===== src/rtl/rf_wb_arbiter_if.sv =====
// rf_wb_arbiter_if
// Bundles every signal of the register-file write-port arbiter except the
// clock and reset.
//   slave  modport : the arbiter side (rf_wb_arbiter)
//   master modport : the pipeline / long-latency unit / register file side
// Signal groups:
//   wb_*       writeback stage request (no backpressure)
//   lu_*       long-latency unit issue notice and valid/ready result channel
//   id_*       decode-stage operand indices and the resulting stall
//   pipe_hold  asks the pipeline to keep wb_we low for one cycle
//   RFWr/A3/WD registered register-file write port
interface rf_wb_arbiter_if;
  logic        wb_we;
  logic [4:0]  wb_rd;
  logic [31:0] wb_wd;
  logic        lu_issue;
  logic [4:0]  lu_issue_rd;
  logic        lu_valid;
  logic [4:0]  lu_rd;
  logic [31:0] lu_wd;
  logic        lu_ready;
  logic [4:0]  id_rs1;
  logic [4:0]  id_rs2;
  logic [4:0]  id_rd;
  logic        id_stall;
  logic        pipe_hold;
  logic        RFWr;
  logic [4:0]  A3;
  logic [31:0] WD;

  modport slave (
    input  wb_we, wb_rd, wb_wd,
    input  lu_issue, lu_issue_rd, lu_valid, lu_rd, lu_wd,
    output lu_ready,
    input  id_rs1, id_rs2, id_rd,
    output id_stall, pipe_hold,
    output RFWr, A3, WD
  );

  modport master (
    output wb_we, wb_rd, wb_wd,
    output lu_issue, lu_issue_rd, lu_valid, lu_rd, lu_wd,
    input  lu_ready,
    output id_rs1, id_rs2, id_rd,
    input  id_stall, pipe_hold,
    input  RFWr, A3, WD
  );
endinterface


===== src/rtl/rf_wb_arbiter.sv =====
// rf_wb_arbiter
// Owns the single register-file write port. Each cycle it grants the port to
// one of: the skid entry, a starved long-latency result, the writeback stage,
// or a long-latency result, and registers the winner onto RFWr/A3/WD.
// A 32-entry scoreboard tracks registers awaiting a long-latency result and
// drives the decode stall.
// Ports:
//   clk        rising-edge clock
//   rst        asynchronous active-high reset
//   bus        rf_wb_arbiter_if.slave (all handshake / RF port signals)
//   conflict_cnt, forced_cnt (16 bits each) exist only when RFARB_STATS_EN
//              is defined: cycles lu was refused, and forced-grant events.
// Parameters:
//   STARVE_MAX refused lu cycles tolerated before a forced grant (1..15)
//   SB_REGS    scoreboard entries, fixed at 32
module rf_wb_arbiter #(
  parameter int STARVE_MAX = 4,
  parameter int SB_REGS    = 32
) (
  input  logic clk,
  input  logic rst,
  rf_wb_arbiter_if.slave bus
`ifdef RFARB_STATS_EN
  ,
  output logic [15:0] conflict_cnt,
  output logic [15:0] forced_cnt
`endif
);

  localparam logic [3:0] STARVE_LIM = 4'(STARVE_MAX);

  typedef enum logic {NORMAL, HOLD} state_t;

  state_t              state, next_state;
  logic [3:0]          starve_cnt;
  logic [4:0]          skid_rd;
  logic [31:0]         skid_wd;
  logic [SB_REGS-1:0]  pending;
  logic                rf_we_q;
  logic [4:0]          rf_a3_q;
  logic [31:0]         rf_wd_q;
  logic                rf_from_lu_q;

  logic                wb_req, lu_req, lu_drop, starved;
  logic                grant_valid, grant_lu, capture, lu_ready;
  logic [4:0]          grant_rd;
  logic [31:0]         grant_wd;
  logic [SB_REGS-1:0]  set_mask, clr_mask;
  logic                id_stall;

  assign wb_req  = bus.wb_we && (bus.wb_rd != 5'd0);
  assign lu_req  = bus.lu_valid && (bus.lu_rd != 5'd0);
  assign lu_drop = bus.lu_valid && (bus.lu_rd == 5'd0);
  assign starved = (starve_cnt == STARVE_LIM) && lu_req;

  // Grant selection. The skid only holds data in HOLD, so the state doubles
  // as the skid-full flag. Results for x0 are acknowledged and dropped in any
  // state without touching the write port.
  always_comb begin
    next_state  = state;
    grant_valid = 1'b0;
    grant_lu    = 1'b0;
    grant_rd    = 5'd0;
    grant_wd    = 32'd0;
    capture     = 1'b0;
    lu_ready    = lu_drop;
    case (state)
      HOLD: begin
        grant_valid = 1'b1;
        grant_rd    = skid_rd;
        grant_wd    = skid_wd;
        next_state  = NORMAL;
      end
      default: begin
        if (starved) begin
          grant_valid = 1'b1;
          grant_lu    = 1'b1;
          grant_rd    = bus.lu_rd;
          grant_wd    = bus.lu_wd;
          lu_ready    = 1'b1;
          if (wb_req) begin
            capture    = 1'b1;
            next_state = HOLD;
          end
        end else if (wb_req) begin
          grant_valid = 1'b1;
          grant_rd    = bus.wb_rd;
          grant_wd    = bus.wb_wd;
        end else if (lu_req) begin
          grant_valid = 1'b1;
          grant_lu    = 1'b1;
          grant_rd    = bus.lu_rd;
          grant_wd    = bus.lu_wd;
          lu_ready    = 1'b1;
        end
      end
    endcase
  end

  // Scoreboard update masks: a long-latency result leaving the write port
  // clears its bit; a new issue sets one. Set wins because it is ORed last.
  always_comb begin
    set_mask = '0;
    clr_mask = '0;
    if (bus.lu_issue && (bus.lu_issue_rd != 5'd0))
      set_mask[bus.lu_issue_rd] = 1'b1;
    if (rf_we_q && rf_from_lu_q)
      clr_mask[rf_a3_q] = 1'b1;
  end

  // Decode hazard check against the current scoreboard; x0 never stalls.
  always_comb begin
    id_stall = 1'b0;
    if ((bus.id_rs1 != 5'd0) && pending[bus.id_rs1]) id_stall = 1'b1;
    if ((bus.id_rs2 != 5'd0) && pending[bus.id_rs2]) id_stall = 1'b1;
    if ((bus.id_rd  != 5'd0) && pending[bus.id_rd])  id_stall = 1'b1;
  end

  always_ff @(posedge clk or posedge rst) begin
    if (rst) begin
      state <= NORMAL;
    end else begin
      state <= next_state;
    end
  end

  // Write port, skid, starvation counter and scoreboard state.
  always_ff @(posedge clk or posedge rst) begin
    if (rst) begin
      rf_we_q      <= 1'b0;
      rf_a3_q      <= 5'd0;
      rf_wd_q      <= 32'd0;
      rf_from_lu_q <= 1'b0;
      skid_rd      <= 5'd0;
      skid_wd      <= 32'd0;
      starve_cnt   <= 4'd0;
      pending      <= '0;
    end else begin
      rf_we_q      <= grant_valid;
      rf_a3_q      <= grant_rd;
      rf_wd_q      <= grant_wd;
      rf_from_lu_q <= grant_lu;
      if (capture) begin
        skid_rd <= bus.wb_rd;
        skid_wd <= bus.wb_wd;
      end
      if (bus.lu_valid && !lu_ready) begin
        if (starve_cnt != STARVE_LIM)
          starve_cnt <= starve_cnt + 4'd1;
      end else begin
        starve_cnt <= 4'd0;
      end
      pending <= (pending & ~clr_mask) | set_mask;
    end
  end

`ifdef RFARB_STATS_EN
  // Saturating event counters for arbitration conflicts and forced grants.
  always_ff @(posedge clk or posedge rst) begin
    if (rst) begin
      conflict_cnt <= 16'd0;
      forced_cnt   <= 16'd0;
    end else begin
      if (bus.lu_valid && !lu_ready && (conflict_cnt != 16'hFFFF))
        conflict_cnt <= conflict_cnt + 16'd1;
      if ((state == NORMAL) && (next_state == HOLD) && (forced_cnt != 16'hFFFF))
        forced_cnt <= forced_cnt + 16'd1;
    end
  end
`endif

  assign bus.lu_ready  = lu_ready;
  assign bus.id_stall  = id_stall;
  assign bus.pipe_hold = (state == HOLD);
  assign bus.RFWr      = rf_we_q;
  assign bus.A3        = rf_a3_q;
  assign bus.WD        = rf_wd_q;

endmodule


===== src/flat_wrapper.sv =====
// flat-port wrapper written by rule: the top's interface ports become plain ports
module rf_wb_arbiter_flat 
#(
  parameter int STARVE_MAX = 4,
  parameter int SB_REGS    = 32
)
  (clk, rst, bus_wb_we, bus_wb_rd, bus_wb_wd, bus_lu_issue, bus_lu_issue_rd, bus_lu_valid, bus_lu_rd, bus_lu_wd, bus_lu_ready, bus_id_rs1, bus_id_rs2, bus_id_rd, bus_id_stall, bus_pipe_hold, bus_RFWr, bus_A3, bus_WD);
  rf_wb_arbiter_if bus_i ();
  input  logic clk;
  input  logic rst;
  input wire logic [$bits(bus_i.wb_we)-1:0] bus_wb_we;
  input wire logic [$bits(bus_i.wb_rd)-1:0] bus_wb_rd;
  input wire logic [$bits(bus_i.wb_wd)-1:0] bus_wb_wd;
  input wire logic [$bits(bus_i.lu_issue)-1:0] bus_lu_issue;
  input wire logic [$bits(bus_i.lu_issue_rd)-1:0] bus_lu_issue_rd;
  input wire logic [$bits(bus_i.lu_valid)-1:0] bus_lu_valid;
  input wire logic [$bits(bus_i.lu_rd)-1:0] bus_lu_rd;
  input wire logic [$bits(bus_i.lu_wd)-1:0] bus_lu_wd;
  output wire logic [$bits(bus_i.lu_ready)-1:0] bus_lu_ready;
  input wire logic [$bits(bus_i.id_rs1)-1:0] bus_id_rs1;
  input wire logic [$bits(bus_i.id_rs2)-1:0] bus_id_rs2;
  input wire logic [$bits(bus_i.id_rd)-1:0] bus_id_rd;
  output wire logic [$bits(bus_i.id_stall)-1:0] bus_id_stall;
  output wire logic [$bits(bus_i.pipe_hold)-1:0] bus_pipe_hold;
  output wire logic [$bits(bus_i.RFWr)-1:0] bus_RFWr;
  output wire logic [$bits(bus_i.A3)-1:0] bus_A3;
  output wire logic [$bits(bus_i.WD)-1:0] bus_WD;
  assign bus_i.wb_we = bus_wb_we;
  assign bus_i.wb_rd = bus_wb_rd;
  assign bus_i.wb_wd = bus_wb_wd;
  assign bus_i.lu_issue = bus_lu_issue;
  assign bus_i.lu_issue_rd = bus_lu_issue_rd;
  assign bus_i.lu_valid = bus_lu_valid;
  assign bus_i.lu_rd = bus_lu_rd;
  assign bus_i.lu_wd = bus_lu_wd;
  assign bus_lu_ready = bus_i.lu_ready;
  assign bus_i.id_rs1 = bus_id_rs1;
  assign bus_i.id_rs2 = bus_id_rs2;
  assign bus_i.id_rd = bus_id_rd;
  assign bus_id_stall = bus_i.id_stall;
  assign bus_pipe_hold = bus_i.pipe_hold;
  assign bus_RFWr = bus_i.RFWr;
  assign bus_A3 = bus_i.A3;
  assign bus_WD = bus_i.WD;
  rf_wb_arbiter #(.STARVE_MAX(STARVE_MAX), .SB_REGS(SB_REGS)) u_core (.clk(clk), .rst(rst), .bus(bus_i));
endmodule

===== config.mk =====
export PLATFORM = sky130hd
export DESIGN_NAME = rf_wb_arbiter_flat
export DESIGN_NICKNAME = d
export VERILOG_FILES = /design/src/rtl/rf_wb_arbiter_if.sv /design/src/rtl/rf_wb_arbiter.sv /design/src/flat_wrapper.sv
export SDC_FILE = /design/constraint.sdc
export NUM_CORES = 1
export LEC_CHECK = 0
export CORE_MARGIN = 3
export CORE_UTILIZATION = 40
export DETAILED_ROUTE_END_ITERATION = 7
export GPL_TIMING_DRIVEN = 1
export PLACE_DENSITY = 0.72
export SETUP_SLACK_MARGIN = 0.2
export SYNTH_ARGS = -nofsm -noshare
export SYNTH_HDL_FRONTEND = slang
export SYNTH_SLANG_ARGS = --single-unit

===== constraint.sdc =====
create_clock -name clk -period 3.81 [get_ports clk]
set_input_delay 0.381 -clock clk [delete_from_list [all_inputs] [get_ports clk]]
set_output_delay 0.381 -clock clk [all_outputs]
set_load 0.02 [all_outputs]

==> results list, run 1 <==
* FF-to-FF path depth: 8
- Layout Utilization: 55.18%
- Share of the synthesized area in the top cell type: 50.55%
- Once routing completed, OpenROAD measured the worst setup slack at 0.3407 ns.
* Critical Path Stages: 7
- For this run, asynchronously set or reset flops after synthesis account for 100.0%.
* Placeable Area: 13,400 sq um
- VDD sags by at most 219.6 uV.
- Power per unit of standard cell area: 436.3 nW/um^2
* Clock transition at the register clock pins on the worst setup and hold paths after CTS: 0.07 ns
- GRT Resource Usage Total: 21.11%
- Max-cap violations in this run came to 0.
* Area post-placement: 7096 sq um
* Main flop type after synthesis: dfrtp_1
- Accumulated negative setup slack: 0 ns
- Unrepaired setup endpoints after global routing: no
* Post-Place Worst Slack: 0.3443 ns
- Number of synthesized flops with an enable pin: 0
- The later pin in the worst-skew pair is clocked with a latency of 0.35 ns.
- The first routing iteration left 425 violations.
* Clock Skew: 0.008894 ns
- Post-synthesis sequential area ratio: 50.55%
- Cells along the critical path: clkdlybuf4s50_1, mux4_2, and4b_1, a31oi_1, nand4_1, or4_1, clkdlybuf4s50_1
- Total gr overflow: 0
* Final cell area excluding filler cells: 7395 sq um
* Hold-critical path depth: 2
* Crit path max fanout: 5
- The clock drives 112 sinks.
- Number of instances resized during post-cts repair: 0
- For this configuration, the core starts out at a cell density of 41.37%.
- Number of setup violations in the final report: 0
- The number of slew-limit violations in the final report is 0.
* Library cells used by synthesis: 46
* Number of antenna repair diodes: 0
- Power comes to 3.226 mW.
- Chip width: 123.7 um
- Largest net degree at the start of global routing: 67
- For the worst setup path, the data arrival time is 3.09 ns.
- Number of detailed-routing iterations run before antenna repair: 6
- The tightest min-delay check is of the reg2reg type.
- Die Ht: 123.7 um
- Synthesis produced a netlist with a net count of 618.
- Vias after detailed routing: 4,841
* Status: complete, no violations
- From synthesis to final layout, the design area changed by 33.38%.
* Detailed-route wire length per cell: 19.15 um
* Worst endpoint required time: 3.43 ns
* Upper clock frequency limit: 0.2882 GHz
- Among the stages of the critical path, the cell type that occurs most often is clkdlybuf4s50_1.
- TritonCTS clock tree: built
* Worst setup EP type: primary output
- Fill cells: 1,166
- Worst-case headroom to the max-slew limit: 29.50%
- The H-tree was split into 3 levels.
- Across the whole layout, storage elements account for 2804 sq um.
* I/O pin count: 140
* Register bit total from synthesis: 112
- Cell leakage power: 2.896 nW
- Summed over all layers, the routed wires come to 15,820 um.
* Worst Tran Pin Value: 1.057 ns
- For this run, design rule violations remaining after detail routing come to 0.
* Fraction of final layout cells with drive strength greater than 1: 12.31%
* Root buf cell: clkbuf_16
* Post-route antenna net violation count: 0
- Post-CTS setup buffer count: 0
- Gp weighted congestion: 0.9772
* Critical setup path kind: in2out
- Master of the slowest instance on the critical path: clkdlybuf4s50_1
* Crit path buf inv count: 2
- dfrtp_1 takes more of the synthesized area than any other cell.
- Summed over all nets, the half-perimeter wirelength after detailed placement is 11,880 um.
- For this design, the CTS-stage hold fixing added 0 buffers.
* Area contributors post-synth: dfrtp_1, o21ai_0, mux4_2
* Period Utilization, post-route: 91.06%
- After detailed routing, the number of vias per cell comes to 5.861.
- Number of buffers created by CTS: 9
- During synthesis, Yosys emitted a total of 0 warnings.
- The worst setup path is launched from an input port.
* Final hold vios: 0
- Highest cell delay on the worst timing path: 0.62 ns
- Fin nets: 746
* Cell family with the largest share of critical-path delay: buffers and inverters
- Site row count: 42
- Synthesis produced 517 cells.
- Time the worst path needs with I/O delays and setup: 3.469 ns
- The first global-routing pass estimated 25,320 um of wire.
- After synthesis the cells add up to 5544 sq um.
- The multi-input combinational cells in the finished layout cover a total of 2544 sq um.
- Average footprint of a synthesized cell: 10.72 sq um
- The clock passes through at most 2 buffers.
- The floorplan step defined a die boundary enclosing 15,310 sq um.
* Vias in the first global route: 4,996
- Number of buffers inserted by port buffering: 139
- The number of antenna violations at the first check in global routing was 0.
sequential cells by signal, indices dropped and copies added (netlist names):
register,count
u_core.bus.pipe_hold,1
u_core.rf_from_lu_q,1
u_core.bus.RFWr,1
u_core.bus.A3,5
u_core.skid_rd,5
u_core.skid_wd,32
u_core.pending,31
u_core.bus.WD,32
u_core.starve_cnt,4
layout by cell type (no fill, tap or decap), drive strengths merged, types with 11 or more instances in the layout:
cell type / n
a22oi: 24
a32oi: 11
clkbuf: 11
clkdlybuf4s50: 139
dfrtp: 112
mux2: 28
mux2i: 12
mux4: 17
nand2: 69
nand3b: 11
nor2: 11
o21ai: 113
area by class of cell:
class,instances,area share (%)
clock buffer,11,3.283
timing repair buffer,149,20.17
inverter,9,0.4907
multi-input combinational,364,34.40
tap,176,2.978
clock inverter,5,0.7614
sequential,112,37.92
synth_stat cells (all sizes together), types with 2 or more instances:
cell type	n
a21oi	7
o21ai	113
buf	15
nor2	11
a32oi	11
a22oi	24
or3b	5
nand3b	11
nand2	69
clkbuf	17
nand2b	2
o211ai	4
mux4	17
nand3	6
mux2i	12
inv	9
xnor2	3
or4	3
nand4	3
ha	2
a31oi	4
mux2	28
nor2b	4
or3	5
dfrtp	112
a211oi	6
kinds of logic (layout without fill, tap and decap cells):
kind of cell,count (synthesis),after routing,synth area share (%)
multiplexers,57,57,14.76
buffers and inverters,41,174,3.565
XOR/XNOR,3,3,0.4740
AO/OA/AOI/OAI,176,176,19.03
AND/OR/NAND/NOR,126,126,11.17
adder cells (fa/ha/maj),2,2,0.4513
flip-flops,112,112,50.55
path summary, 6_finish.rpt:
path	startpoint	endpoint	slack (ns)
min reg2reg	u_core.skid_wd[0]	u_core.skid_wd[0]	0.48
min in group asynchronous	rst	u_core.pending[9]	0.54
min	u_core.skid_wd[0]	u_core.skid_wd[0]	0.48
max in group asynchronous	rst	u_core.skid_wd[3]	2.54
max	bus_id_rs2[0]	bus_id_stall	0.34
max reg2reg	u_core.starve_cnt[0]	u_core.bus.WD[3]	1.18
through the flow:
stage,hold WS [ns],std cells
after floorplan,0.4476,517
after global placement,0.4613,810
after detailed placement,0.4702,810
after CTS,0.4859,826
after global routing,0.5076,826
final,0.4785,826
where the power goes:
part | switching [mW] | internal, mW
logic | 0.307 | 0.390
clock network | 0.409 | 0.528
registers | 0.193 | 1.40
total | 0.909 | 2.32
layer usage:
metal	wire (um)	vias to the layer above	track usage (%)
met3	1582	43	6.721
met2	7711	275	34.67
met4	413	0	7.682
met5	0	-	0
met1	6110	2339	26.17
li1	-	2184	-
worst reg2reg max path, stage by stage, from the launching register on:
cell and delay (ns):
dfrtp_1 0.38, inv_1 0.09, ha_1 0.22, and3b_1 0.25, o211ai_2 0.10, buf_4 0.24, and2_1 0.86, a22oi_1 0.18
o21ai_0 0.23
Power figures use the tool's default switching activity.
==> run 2: changes to the inputs <==
--- a/config.mk
+++ b/config.mk
@@ -7,6 +7,7 @@
 export LEC_CHECK = 0
 export CORE_MARGIN = 3
 export CORE_UTILIZATION = 40
+export CTS_BUF_LIST = sky130_fd_sc_hd__clkbuf_8 sky130_fd_sc_hd__clkbuf_16
 export DETAILED_ROUTE_END_ITERATION = 7
 export GPL_TIMING_DRIVEN = 1
 export PLACE_DENSITY = 0.72
==> constraint.sdc (replaced) <==
create_clock -name clk -period 3.81 [get_ports clk]
set_input_delay 0.381 -clock clk [delete_from_list [all_inputs] [get_ports clk]]
set_output_delay 0.381 -clock clk [all_outputs]
set_load 0.05 [all_outputs]
==> results list, run 2 (synthesized netlist as in run 1, its figures left out) <==
- The die covers 15,310 sq um.
* GRT Resource Usage Total: 20.61%
- Number of setup violations in the final report: 0
- After routing the design area is 7340 sq um.
* Busiest layer in global routing: met2
- In the layout the commonest cells are clkdlybuf4s50_1, dfrtp_1, o21ai_0.
- Cell family with the largest share of critical-path delay: buffers and inverters
* TritonCTS clock tree: built
- Master of the slowest instance on the critical path: clkdlybuf4s50_1
- Fraction of final layout cells with drive strength greater than 1: 12.04%
- DRC violation total after the first TritonRoute iteration: 362
- Area of the multi-input gates: 2544 sq um
- Met3 global-route usage: 5.359%
* Cell leakage power: 2.878 nW
* Worst endpoint required time: 3.43 ns
- Setup repair after global routing left no endpoint under its margin.
- DP HPWL: 11,290 um
- Number of antenna repair diodes: 0
- Cells along the critical path: clkdlybuf4s50_1, mux4_2, nand2b_1, o311ai_0, nand4_1, or4_1, buf_4
- Die Ht: 123.7 um
- For this design the top-level I/O count stands at 140.
- Largest net degree at the start of global routing: 59
- STA classifies the critical path startpoint as an input port.
- Crit path max fanout: 6
- Fill cells: 1,173
* Placeable Area: 13,400 sq um
* Starting density of the core: 41.37%
- Routed wire length: 15,420 um
- Power spread over the standard cell area amounts to 435.1 nW/um^2.
* Status: complete, no violations
- Fraction of met2 tracks used by global routing: 33.29%
- Across all register-to-register paths, the minimum setup slack is 1.21 ns.
- The first global-routing pass estimated 24,830 um of wire.
- FF/Latch Area: 2804 sq um
- The clock reaches the later pin of the worst-skew pair after 0.34 ns.
* Detailed-route wire length per cell: 18.72 um
* Final hold vios: 0
- The number of setup buffers added after CTS is 0.
- The library cell used most frequently in the layout, excluding fill and tap cells, is clkdlybuf4s50_1.
- Highest cell delay on the worst timing path: 0.66 ns
- Gp weighted congestion: 0.8592
- Post-route antenna net violation count: 0
- The clock passes through at most 2 buffers.
- Crit path buf inv count: 2
- The number of global-route vias before repair came to 4,854.
* Max-slew violation total from the final report: 0
* Critical Path AT: 2.69 ns
- The worst-case IR drop observed on VDD is 231.1 uV.
* Number of clock sinks seen by CTS: 112
- After clock tree synthesis, the clock-pin slew on the worst setup and hold paths is 0.06 ns.
- The worst setup path is captured at a primary output.
- DRC violation count after routing: 0
- The final critical path takes up 80.71% of the cycle.
* CTS Hold Buffers Added: 0
* Vias after detailed routing: 4,733
- Class of the tightest hold or removal check: reg2reg
- Across the run, the number of max-cap violations was 0.
* Number of instances resized during post-cts repair: 0
* Critical setup path kind: in2out
- Number of buffers inserted by port buffering: 139
- Total gr overflow: 0
* Number of buffers created by CTS: 9
- Synthesis-to-finish area growth: 32.39%
* Drt via density: 5.744
- Worst Tran Pin Value: 1.094 ns
- Upper clock frequency limit: 0.3252 GHz
- Time the worst path needs with I/O delays and setup: 3.075 ns
* Htree depth: 3
- The placed instances occupy a cell area of 7083 sq um.
- In this run the tightest slew margin relative to its limit is 27.06%.
* Root buf cell: clkbuf_16
- In this run the horizontal extent of the chip is 123.7 um.
- Routing usage on met1: 27.39%
* Fin nets: 745
- Initial antenna violation count: 0
- The floorplan has 42 rows.
- Accumulated negative setup slack: 0 ns
- On the final layout, the worst clock skew is 0.008895 ns.
- The first TritonRoute pass finished after 5 iterations.
## run 2: final timing paths
check	start	to	cells past startpoint
worst max-delay path	bus_id_rs1[2]	bus_id_stall	7
worst min-delay path	u_core.skid_wd[23]	u_core.bus.WD[23]	2
worst max register to register	u_core.starve_cnt[0]	u_core.bus.A3[4]	8
worst min register to register	u_core.skid_wd[23]	u_core.bus.WD[23]	2
max in group asynchronous	rst	u_core.bus.pipe_hold	3
min in group asynchronous	rst	u_core.pending[19]	2
## run 2: worst register-to-register path, stage by stage, from the launching register on
cell	delay [ns]
dfrtp_1	0.38
inv_1	0.08
ha_1	0.21
and3b_1	0.25
o211ai_2	0.09
buf_4	0.24
and2_1	0.89
a221oi_1	0.23
a21oi_1	0.16
## run 2: final cells by class
cell class              count  share of cell area (%)
clock buffers               9                   3.069
clock inverters             6                  0.4262
inverters                   9                  0.4944
multi-input cells         364                   34.66
flip-flops and latches    112                   38.20
well taps                 176                   3.000
repair buffers            148                   20.15
## run 2: power by group
group	internal (mW)	total [mW]	switching, mW	leakage, nW
Combinational	0.388	0.787	0.400	1.39
Clock	0.432	0.838	0.406	0.131
Sequential	1.40	1.57	0.168	1.35
Total	2.22	3.19	0.974	2.88
## run 2: metrics by stage
stage	power (mW)	utilization, %	cells	hold slack, ns	worst slack [ns]
floorplan	2.034	-	517	0.4476	0.4700
CTS	3.214	54.77	824	0.4820	0.7127
global placement	2.343	52.86	809	0.4589	0.6316
detailed placement	2.376	52.86	809	0.4663	0.6199
finish	3.194	54.77	824	0.4784	0.7351
global route	3.354	54.77	824	0.5085	0.6057
## run 2: per-layer routing
metal  up-vias  routed length (um)
met5         -                   0
met4         0                 155
li1       2168                   -
met1      2325                6379
met3        21                1365
met2       219                7523
==> run 3: changes to the inputs <==
--- a/config.mk
+++ b/config.mk
@@ -10,7 +10,7 @@
 export CTS_BUF_LIST = sky130_fd_sc_hd__clkbuf_8 sky130_fd_sc_hd__clkbuf_16
 export DETAILED_ROUTE_END_ITERATION = 7
 export GPL_TIMING_DRIVEN = 1
-export PLACE_DENSITY = 0.72
+export PLACE_DENSITY = 0.75
 export SETUP_SLACK_MARGIN = 0.2
 export SYNTH_ARGS = -nofsm -noshare
 export SYNTH_HDL_FRONTEND = slang
==> constraint.sdc (replaced) <==
create_clock -name clk -period 2.57 [get_ports clk]
set_input_delay 0.257 -clock clk [delete_from_list [all_inputs] [get_ports clk]]
set_output_delay 0.257 -clock clk [all_outputs]
set_load 0.05 [all_outputs]
==> results list, run 3 (synthesized netlist as in run 1, its figures left out) <==
- The count of nets left with antenna violations once routing finished came out at 0.
* Critical setup path kind: reg2out
- Status: finished, violations left
* DRC violation count after routing: 0
- Htree depth: 3
* Fraction of final layout cells with drive strength greater than 1: 16.89%
- Port buffering added 139 buffers.
- DP HPWL: 12,250 um
- After layout, the worst setup slack is -0.1549 ns.
- Upper clock frequency limit: 0.3670 GHz
- Leaving out fill and tap cells, the most frequent cell in the layout is clkdlybuf4s50_1.
- Number of clock sinks seen by CTS: 112
- In the finished design, the share of the clock period the worst path needs comes to 106.0%.
- With fillers left out, the area of the finished cells amounts to 7709 sq um.
* Post-Place Worst Slack: -0.3261 ns
* Total gr overflow: 0
* Area post-placement: 7341 sq um
- The die is 123.7 um wide.
- The die covers 15,310 sq um.
- Largest net degree at the start of global routing: 57
* Starting density of the core: 41.37%
- Max-cap violations in this run came to 0.
- Setup repair after global routing could not meet its margin everywhere.
* Failing checks: setup timing
* Site row count: 42
* Clock Skew: 0.005793 ns
- Cell leakage power: 3.081 nW
- CTS Hold Buffers Added: 0
* Detailed-route wire length per cell: 19.06 um
* GRT Resource Usage Total: 21.84%
- Vias in the first global route: 5,095
- The number of antenna violations at the first check in global routing was 1.
* Vias after detailed routing: 4,896
- The pre-antenna-repair detailed-routing pass consisted of 5 iterations.
- Power per unit of standard cell area: 651.1 nW/um^2
- Skew-Pair Late Insertion Delay: 0.33 ns
- Number of antenna repair diodes: 0
- For this block, the routed nets add up to 16,220 um of wire.
- TritonCTS clock tree: built
* Worst-case headroom to the max-slew limit: 54.20%
- Worst hold margin: 0.3528 ns
- The floorplan step defined a core boundary enclosing 13,400 sq um.
- Relative to the synthesized area, the layout overhead comes to 39.04%.
* Number of setup violations in the final report: 1
* Fill cells: 1,127
* Critical Path AT: 2.47 ns
- The die is 123.7 um tall.
- Worst endpoint required time: 2.31 ns
- Using the TritonRoute via totals, the vias-per-cell ratio works out to 5.753.
* Clock transition at the register clock pins on the worst setup and hold paths after CTS: 0.07 ns
* Crit path max fanout: 3
* Gp weighted congestion: 0.9487
- Time the worst path needs with I/O delays and setup: 2.725 ns
* Area of the multi-input gates: 2590 sq um
- The worst setup path is captured at a primary output.
- Accumulated negative setup slack: -0.1549 ns
- Clock tree synthesis inserted a total of 9 buffers.
* Root buf cell: clkbuf_16
* Wire length of the first global-routing pass: 25,920 um
- The total count of hold-check failures in the final report was 0.
- DRC violation total after the first TritonRoute iteration: 303
- The number of slew-limit violations in the final report is 0.
- Worst Tran Pin Value: 0.6870 ns
- Fin nets: 772
- Max Buffers Root-to-Sink: 2
* FF/Latch Area: 2804 sq um
* Class of the tightest hold or removal check: in2reg
* I/O pin count: 140
- In the layout the commonest cells are clkdlybuf4s50_1, dfrtp_1, o21ai_0.
- The worst setup path is launched from a flip-flop.
- VDD IR-drop max: 351.2 uV
[run 3: through the flow]
stage / instances / total power [mW] / util [%]
global placement: 834 / 3.553 / 54.78
CTS: 851 / 5.037 / 57.41
floorplan: 517 / 3.018 / -
global route: 851 / 5.264 / 57.53
finish: 851 / 5.019 / 57.53
detailed placement: 834 / 3.601 / 54.78
[run 3: final timing paths]
path / cells past startpoint / end / from / slack [ns]
worst max-delay path: 7 / bus_id_stall / u_core.pending[5] / -0.15
worst min-delay path: 2 / u_core.skid_rd[0] / bus_wb_rd[0] / 0.35
worst max register to register: 7 / u_core.skid_wd[3] / u_core.starve_cnt[0] / 0.44
worst min register to register: 2 / u_core.bus.A3[2] / u_core.skid_rd[2] / 0.49
max in group asynchronous: 3 / u_core.skid_wd[29] / rst / 1.57
min in group asynchronous: 3 / u_core.pending[11] / rst / 0.36
[run 3: critical path, stage by stage (launching register included)]
cell and delay [ns]:
dfrtp_1 0.44, buf_6 0.15, mux4_2 0.46, nand2b_4 0.16
o311ai_4 0.06, nand4_1 0.16, or4_4 0.55, buf_8 0.17
[run 3: power breakdown]
group | leakage [nW] | switching (mW) | total [mW] | internal [mW]
clock | 0.156 | 0.581 | 1.41 | 0.829
combinational | 1.57 | 0.637 | 1.27 | 0.636
sequential | 1.35 | 0.261 | 2.34 | 2.08
total | 3.08 | 1.48 | 5.02 | 3.54
[run 3: timing repair]
| action | 4_1_cts | 5_1_grt |
|---|---|---|
| pin swaps | 6 | 3 |
| setup endpoints to repair | 2 | 2 |
| gates resized for setup | 15 | 2 |
| buffers inserted | 2 | 0 |
| hold endpoints to repair | 0 | 0 |
[run 3: final cells by class]
type / instances / area share, %
flip-flops and latches: 112 / 36.37
multi-input cells: 364 / 33.60
repair buffers: 175 / 22.67
clock buffers: 12 / 3.457
well taps: 176 / 2.857
clock inverters: 3 / 0.5519
inverters: 9 / 0.4869
[run 3: layer usage]
layer / track usage [%] / part of all wire (%)
met5: 0 / 0.080
met4: 6.436 / 1.8
met3: 7.584 / 10
met2: 35.86 / 49
met1: 27.32 / 39
